File: src/rtl/aes_dram_pkg.sv
// Shared types and constants for the DRAM readout capture path.
package aes_dram_pkg;

  // Capture FSM states.
  typedef enum logic [1:0] {
    IDLE   = 2'd0,
    SETTLE = 2'd1,
    SHIFT  = 2'd2,
    HOLD   = 2'd3
  } cap_state_e;

  localparam int AES_STATE_W = 128;
  localparam int ROUT_LANES  = 16;

  // MSB position of a lane's byte inside the AES state; lane 0 is the MSB byte.
  function automatic int lane_byte_msb(input int lane, input int bits);
    return AES_STATE_W - 1 - bits * lane;
  endfunction

endpackage

File: src/rtl/rout_sync.sv
// Single-bit multi-flop synchronizer for one ROUT lane coming off the DRAM pads.
module rout_sync #(
  parameter int STAGES = 2
) (
  input  logic clk_i,
  input  logic rst_ni,
  input  logic d_i,
  output logic q_o
);

  logic [STAGES-1:0] sync_q;

  // Shift the raw lane value through the synchronizer chain every cycle.
  always_ff @(posedge clk_i or negedge rst_ni) begin
    if (!rst_ni) sync_q <= '0;
    else         sync_q <= {sync_q[STAGES-2:0], d_i};
  end

  assign q_o = sync_q[STAGES-1];

endmodule

File: src/rtl/dram_rout_capture.sv
// Captures the 16 serial ROUT lanes into one 128-bit AES state and offers it
// downstream on a valid/ready handshake.
module dram_rout_capture
  import aes_dram_pkg::*;
#(
  parameter int SYNC_STAGES   = 2,
  parameter int SETTLE_CYCLES = 4,
  parameter int LANES         = ROUT_LANES,
  parameter int BITS_PER_LANE = 8
) (
  input  logic                             CLK,
  input  logic                             RSTn,
  input  logic                             cap_start,
  input  logic                             cap_abort,
  input  logic [LANES-1:0]                 rout,
  output logic [LANES*BITS_PER_LANE-1:0]   state_out,
  output logic                             state_vld,
  input  logic                             state_rdy,
  output logic                             busy,
  output logic                             cap_err,
  input  logic                             err_clr
);

  localparam int CNT_MAX = (SETTLE_CYCLES > BITS_PER_LANE) ? SETTLE_CYCLES : BITS_PER_LANE;
  localparam int CNT_W   = $clog2(CNT_MAX);
  localparam logic [CNT_W-1:0] SETTLE_LAST = CNT_W'(SETTLE_CYCLES - 1);
  localparam logic [CNT_W-1:0] SHIFT_LAST  = CNT_W'(BITS_PER_LANE - 1);

  cap_state_e               state_q, state_d;
  logic [CNT_W-1:0]         cnt_q, cnt_d;
  logic                     capErr_q, capErr_d;
  logic                     shiftEn;
  logic                     errSet;
  logic [LANES-1:0]         syncRout;
  logic [BITS_PER_LANE-1:0] laneSr_q [LANES];

  // Per-lane synchronizer and placement of the lane byte in the AES state.
  for (genvar g = 0; g < LANES; g++) begin : g_lane
    rout_sync #(.STAGES(SYNC_STAGES)) u_sync (
      .clk_i  (CLK),
      .rst_ni (RSTn),
      .d_i    (rout[g]),
      .q_o    (syncRout[g])
    );
    assign state_out[lane_byte_msb(g, BITS_PER_LANE) -: BITS_PER_LANE] = laneSr_q[g];
  end

  // Next-state, counter and protocol-error decode; abort overrides everything.
  always_comb begin
    state_d = state_q;
    cnt_d   = cnt_q;
    shiftEn = 1'b0;
    errSet  = 1'b0;
    if (cap_abort) begin
      state_d = IDLE;
      cnt_d   = '0;
    end else begin
      case (state_q)
        IDLE: begin
          if (cap_start) begin
            state_d = SETTLE;
            cnt_d   = '0;
          end
        end
        SETTLE: begin
          errSet = cap_start;
          if (cnt_q == SETTLE_LAST) begin
            state_d = SHIFT;
            cnt_d   = '0;
          end else begin
            cnt_d = cnt_q + CNT_W'(1);
          end
        end
        SHIFT: begin
          shiftEn = 1'b1;
          errSet  = cap_start;
          if (cnt_q == SHIFT_LAST) begin
            state_d = HOLD;
            cnt_d   = '0;
          end else begin
            cnt_d = cnt_q + CNT_W'(1);
          end
        end
        HOLD: begin
          if (state_rdy) begin
            state_d = cap_start ? SETTLE : IDLE;
            cnt_d   = '0;
          end else begin
            errSet = cap_start;
          end
        end
        default: begin
          state_d = IDLE;
          cnt_d   = '0;
        end
      endcase
    end
  end

  // Sticky error: a new error beats a simultaneous clear; abort leaves it alone.
  always_comb begin
    capErr_d = capErr_q;
    if (!cap_abort) begin
      if (errSet)       capErr_d = 1'b1;
      else if (err_clr) capErr_d = 1'b0;
    end
  end

  // FSM state, counter and error flag registers.
  always_ff @(posedge CLK or negedge RSTn) begin
    if (!RSTn) begin
      state_q  <= IDLE;
      cnt_q    <= '0;
      capErr_q <= 1'b0;
    end else begin
      state_q  <= state_d;
      cnt_q    <= cnt_d;
      capErr_q <= capErr_d;
    end
  end

  // Lane shift registers: MSB-first shift in SHIFT, wiped on abort.
  always_ff @(posedge CLK or negedge RSTn) begin
    if (!RSTn) begin
      for (int i = 0; i < LANES; i++) laneSr_q[i] <= '0;
    end else if (cap_abort) begin
      for (int i = 0; i < LANES; i++) laneSr_q[i] <= '0;
    end else if (shiftEn) begin
      for (int i = 0; i < LANES; i++)
        laneSr_q[i] <= {laneSr_q[i][BITS_PER_LANE-2:0], syncRout[i]};
    end
  end

  assign state_vld = (state_q == HOLD);
  assign busy      = (state_q != IDLE);
  assign cap_err   = capErr_q;

endmodule

File: config.mk
export PLATFORM = sky130hd
export DESIGN_NAME = dram_rout_capture
export DESIGN_NICKNAME = d
export VERILOG_FILES = /design/src/rtl/aes_dram_pkg.sv /design/src/rtl/rout_sync.sv /design/src/rtl/dram_rout_capture.sv
export SDC_FILE = /design/constraint.sdc
export NUM_CORES = 1
export LEC_CHECK = 0
export CAP_MARGIN = 20
export CORE_MARGIN = 3
export CORE_UTILIZATION = 49
export DETAILED_ROUTE_END_ITERATION = 10
export HOLD_SLACK_MARGIN = 0.05
export PLACE_DENSITY = 0.79
export SLEW_MARGIN = 25
export SYNTH_ARGS = -nofsm -noshare
export SYNTH_HDL_FRONTEND = slang
export SYNTH_HIERARCHICAL = 1
export SYNTH_SLANG_ARGS = --single-unit
File: constraint.sdc
create_clock -name CLK -period 2.2 [get_ports CLK]
set_input_delay 0.66 -clock CLK [delete_from_list [all_inputs] [get_ports CLK]]
set_output_delay 0.66 -clock CLK [all_outputs]
set_load 0.01 [all_outputs]
# [After elaboration in Yosys (flattened, before gate mapping)]
# Cells that the tools add are included.
[word_totals] ff_bits=166 latch_bits=0 mem_bits_rw=0 rom_bits=0 in_bits=22 output_inout_bits=131 n_memories=0
[classes] addsub=1 n_mul=0 n_div=0 magnitude_cmp=0 n_eq_ne=9 shifts=0 mux=22 n_bitwise=1 reduce_logical=8
[op_table] operator="$mux W128" count=2
[op_table] operator="$mux W3" count=5
[op_table] operator="$pmux W3 S4" count=1
[op_table] operator="$mux W2" count=5
[op_table] operator="$ne A3 B3 Y1 const B" count=3
[op_table] operator="$pmux W2 S4" count=1
[op_table] operator="$mux W1" count=7
[op_table] operator="$reduce_bool A2 Y1" count=3
[op_table] operator="$eq A2 B2 Y1 const B" count=2
[op_table] operator="$reduce_and A2 Y1" count=2
[op_table] operator="$reduce_and A4 Y1" count=1
[op_table] operator="$add A3 B1 Y3 const B" count=1
[op_table] operator="$eq A3 B2 Y1 const B" count=1
[op_table] operator="$eq A3 B3 Y1 const B" count=1
[op_table] operator="$ne A3 B2 Y1 const B" count=1
[op_table] operator="$eq A2 B1 Y1 const B" count=1
[op_table] operator="$logic_not A2 Y1" count=1
[op_table] operator="$pmux W1 S2" count=1
[op_table] operator="$reduce_or A2 Y1" count=1
[op_table] operator="$not A1 Y1" count=1

# [Longest topological paths before layout]
[logic_depth] word_depth=6 depth_mapped=7 ltp_nobuf=7

# [Hierarchy]
# Netlist, hierarchy kept.
[modules_own_cells] mod="dram_rout_capture" instances=1 cells_per_inst=460 area_per_inst_um2=5607.9 seq_area_each_um2=3353.2
[modules_own_cells] mod="rout_sync" instances=16 cells_per_inst=2 area_per_inst_um2=50.0 seq_area_each_um2=50.0

# [Worst setup path before layout]
# No wires, ideal clock.
[synth_path] path_type="reg-to-reg" startpoint="register state_q[0]" endpoint="register state_q[0]" setup_ns=0.135 arrival_time_ns=1.511 t_required_ns=2.065 setup_slack_ns=0.554 path_stages_with_launch=8 n_path_buf=1 path_cell_list="dfrtp_1 -> inv_1 -> ha_1 -> buf_6 -> o21bai_1 -> nand4b_2 -> a2111oi_2 -> a211oi_1"
[synth_via] elab_chain_len=3 elab_cells_between_ends=11
[synth_rtl] item="start, declared" line_no="dram_rout_capture.sv:29" text="cap_state_e state_q, state_d;"
[synth_rtl] item="start signal, assigned" line_no="dram_rout_capture.sv:116" text="state_q <= state_d;"
[synth_rtl] item="$eq A2 B2 Y1, or another cell as far along" line_no="dram_rout_capture.sv:58" text="case (state_q)"
[synth_rtl] item="$ne A3 B3 Y1 (no source line), or another cell as far along"
[synth_rtl] item="$reduce_and A4 Y1 (no source line) / $mux W2 (equally long branches)"
# Several ways; a longest one is shown, not always the timed one.
# A chain may end at the register's enable or synchronous reset.

# [Worst setup path after layout]
[layout_path] startpoint="register state_q[0]" endpoint="output port state_vld"
[layout_via] elab_chain_len=1
[layout_rtl] item="$eq A2 B2 Y1" line_no="dram_rout_capture.sv:134" text="assign state_vld = (state_q == HOLD);"
[layout_rtl] item="end, declared" line_no="dram_rout_capture.sv:17" text="output logic state_vld,"
# No other way between the ends.

==> flow_metrics.env <==
export IMPL_timing_critical_path_buf_inv=2
export IMPL_grt_pass1_vias=4338
export IMPL_root_buffer="clkbuf_16"
export IMPL_path_class="flip-flop to primary output"
export IMPL_wl_per_cell_um=16.3
export IMPL_ys_seq_elements=166
export IMPL_path_clk_slew_ns=0.06
export IMPL_r2r_end="state_out[109]"
export IMPL_min_period_ns=2.11
export IMPL_crit_path_max_incr_delay_ns=0.38
export IMPL_p_leak_nw=3.73
export IMPL_ant_nets=0
export IMPL_rows=41
export IMPL_pre_cts_ws_ns=0.126
export IMPL_reg2reg_from="state_q[0]"
export IMPL_r2r_cells=6
export IMPL_yosys_top_cells_area="dfrtp_1 65%, mux2i_1 20%, nor2_1 7.7%, ha_1 1.6%, buf_4 1.4%"
export IMPL_die_w_um=120
export IMPL_syn2layout_area_growth_pct=36.2
export IMPL_critPathSlowestCell="dfrtp_1"
export IMPL_ys_seq_area_share_pct=64.8
export IMPL_tns_ns=0
export IMPL_cts_tree="built"
export IMPL_drt_initial_drc_count=271
export IMPL_yosysMostFrequentCell="dfrtp_1"
export IMPL_hold_buffers=0
export IMPL_end_kind="primary output"
export IMPL_synth_edf_count=0
export IMPL_clockBufferDepth=2
export IMPL_synthArstFlopShare_pct=100
export IMPL_grt_ovfl_total=0
export IMPL_layout_setup_ws_ns=0.0897
export IMPL_syn_area_per_cell_um2=13.0
export IMPL_finalMaxSlewViolations=0
export IMPL_wl_um=13500
export IMPL_cts_buffers=17
export IMPL_diodes=0
export IMPL_hold_viol=0
export IMPL_clk_latency_ns=0.41
export IMPL_ys_flop_type="dfrtp_1"
export IMPL_crit_family="buffers and inverters"
export IMPL_die_area_um2=14500
export IMPL_worstPathArrival_ns=1.45
export IMPL_dr_pass1_iters=4
export IMPL_finClkSkew_ns=0.00413
export IMPL_slew_headroom_pct=57.4
export IMPL_hold_class="primary input to async pin"
export IMPL_grt_use_total_pct=19.6
export IMPL_drcViolationCount=0
export IMPL_grt_max_degree=62
export IMPL_worst_setup_path_start_kind="flip-flop"
export IMPL_cts_sinks=166
export IMPL_postSynthCellCount=492
export IMPL_hpwlAfterDp_um=8860
export IMPL_ys_top_cells_by_count="166 x dfrtp_1, 132 x nor2_1, 131 x mux2i_1, 12 x buf_4, 12 x clkbuf_1"
export IMPL_port_buffers=152
export IMPL_syn_cell_area_um2=6410
export IMPL_irDropWorstVdd_mv=0.597
export IMPL_synth_cell_types=24
export IMPL_path_depth=3
export IMPL_yosys_area_top_type="dfrtp_1"
export IMPL_synth_nets=522
export IMPL_cts_htree_levels=4
export IMPL_initial_core_util_pct=50.4
export IMPL_grt_antenna_before_repair=0
export IMPL_fp_dieH_um=120
export IMPL_vias=4197
export IMPL_viasPerCell=5.06
export IMPL_rsz0062_at_grt="no"
export IMPL_core_area_um2=12700
export IMPL_cp_max_fo=3
export IMPL_cp_cell_sequence="buf_4, ha_1, dlygate4sd2_1"
export IMPL_drv_cap=0
export IMPL_fmax_mhz=474
export IMPL_finalSetupViolations=0
export IMPL_io_pins=153
export IMPL_netlist_area_leader_share_pct=64.8
export IMPL_r2r_setup_slack_ns=0.25
export IMPL_drive_above_1_share_pct=7.15
export IMPL_yosysWarningCount=6
export IMPL_required_ns=1.54
export IMPL_finalCritPeriodShare_pct=95.9
export IMPL_outcome="completed"
export IMPL_powerDensity_nw_per_um2=913
export IMPL_fin_nets=675
export IMPL_total_power_w=0.00797
export IMPL_placed_cells=797
export IMPL_worstMarginPinSlew_ns=0.639
export IMPL_finalWeightedCongestion=0.726
export IMPL_stdcell_count=829
export IMPL_grt_pass1_wl_um=22500
-- through the flow --
step	hold WS (ns)	util, %	area, µm²
after CTS	0.165	68.5	8720
after global routing	0.178	68.6	8730
after global placement	0.333	63.9	8130
final	0.171	68.6	8730
after detailed placement	0.336	63.9	8130
after floorplan	0.331	-	6410
-- where the power goes --
part | total, W | switching (W) | internal (W)
clock network | 0.00293 | 0.00113 | 0.00180
logic | 0.00178 | 0.000933 | 0.000845
registers | 0.00327 | 0.0000869 | 0.00318
total | 0.00797 | 0.00215 | 0.00582
-- area by class of cell --
cell class	count	area [µm²]
multi-input combinational	290	2090
sequential	166	4150
inverter	6	22.5
tap	172	215
fill	952	3990
clock buffer	21	450
timing repair buffer	164	1670
clock inverter	10	130
-- worst max path at each step --
stage | from | to | slack (ns)
final | state_q[0] | state_vld | 0.09
after global routing | state_q[0] | state_vld | 0.02
after CTS | state_q[1] | busy | 0.03
after detailed placement | state_rdy | state_q[0] | 0.13
after global placement | state_rdy | state_q[0] | 0.17
after floorplan | state_q[0] | state_q[0] | 0.55
-- cell families (layout without fill, tap and decap cells) --
| group | Yosys count | in the layout | share of synthesized area (%) |
|---|---|---|---|
| and+or+nand+nor | 139 | 139 | 8.51 |
| buffers and inverters | 36 | 201 | 3.01 |
| AOI/OAI and AO/OA | 11 | 11 | 1.29 |
| muxes | 132 | 132 | 20.8 |
| adders and majority gates | 8 | 8 | 1.56 |
| DFF | 166 | 166 | 64.8 |
-- routing by layer --
metal,global-route usage (%),vias to the layer above,part of all wire (%)
met5,0,-,0
met1,24.6,2126,40
li1,-,1942,-
met4,6.52,0,1.6
met3,7.72,17,7.4
met2,31.3,112,51
-- cells in the final DEF, fill, tap and decap left out, types with 5 or more instances in the layout --
master	netlist	layout
buf_4	12	8
nor2_1	132	132
clkdlybuf4s50_1	0	148
clkbuf_16	0	17
dfrtp_1	166	166
ha_1	8	6
inv_1	6	6
clkinv_2	0	5
mux2i_1	131	131
buf_12	0	5
-- flip-flops by register name (all words and copies together) (netlist names) --
signal / count
cap_err: 1
cnt_q: 3
g_lane.u_sync/sync_q: 32
state_out: 128
state_q: 2
-- timing repair --
item,in CTS,in global routing
buffers inserted,1,0
gates resized for setup,3,1
endpoints found under the setup margin,2,1
Note: power is estimated with default switching activity, not from simulation.
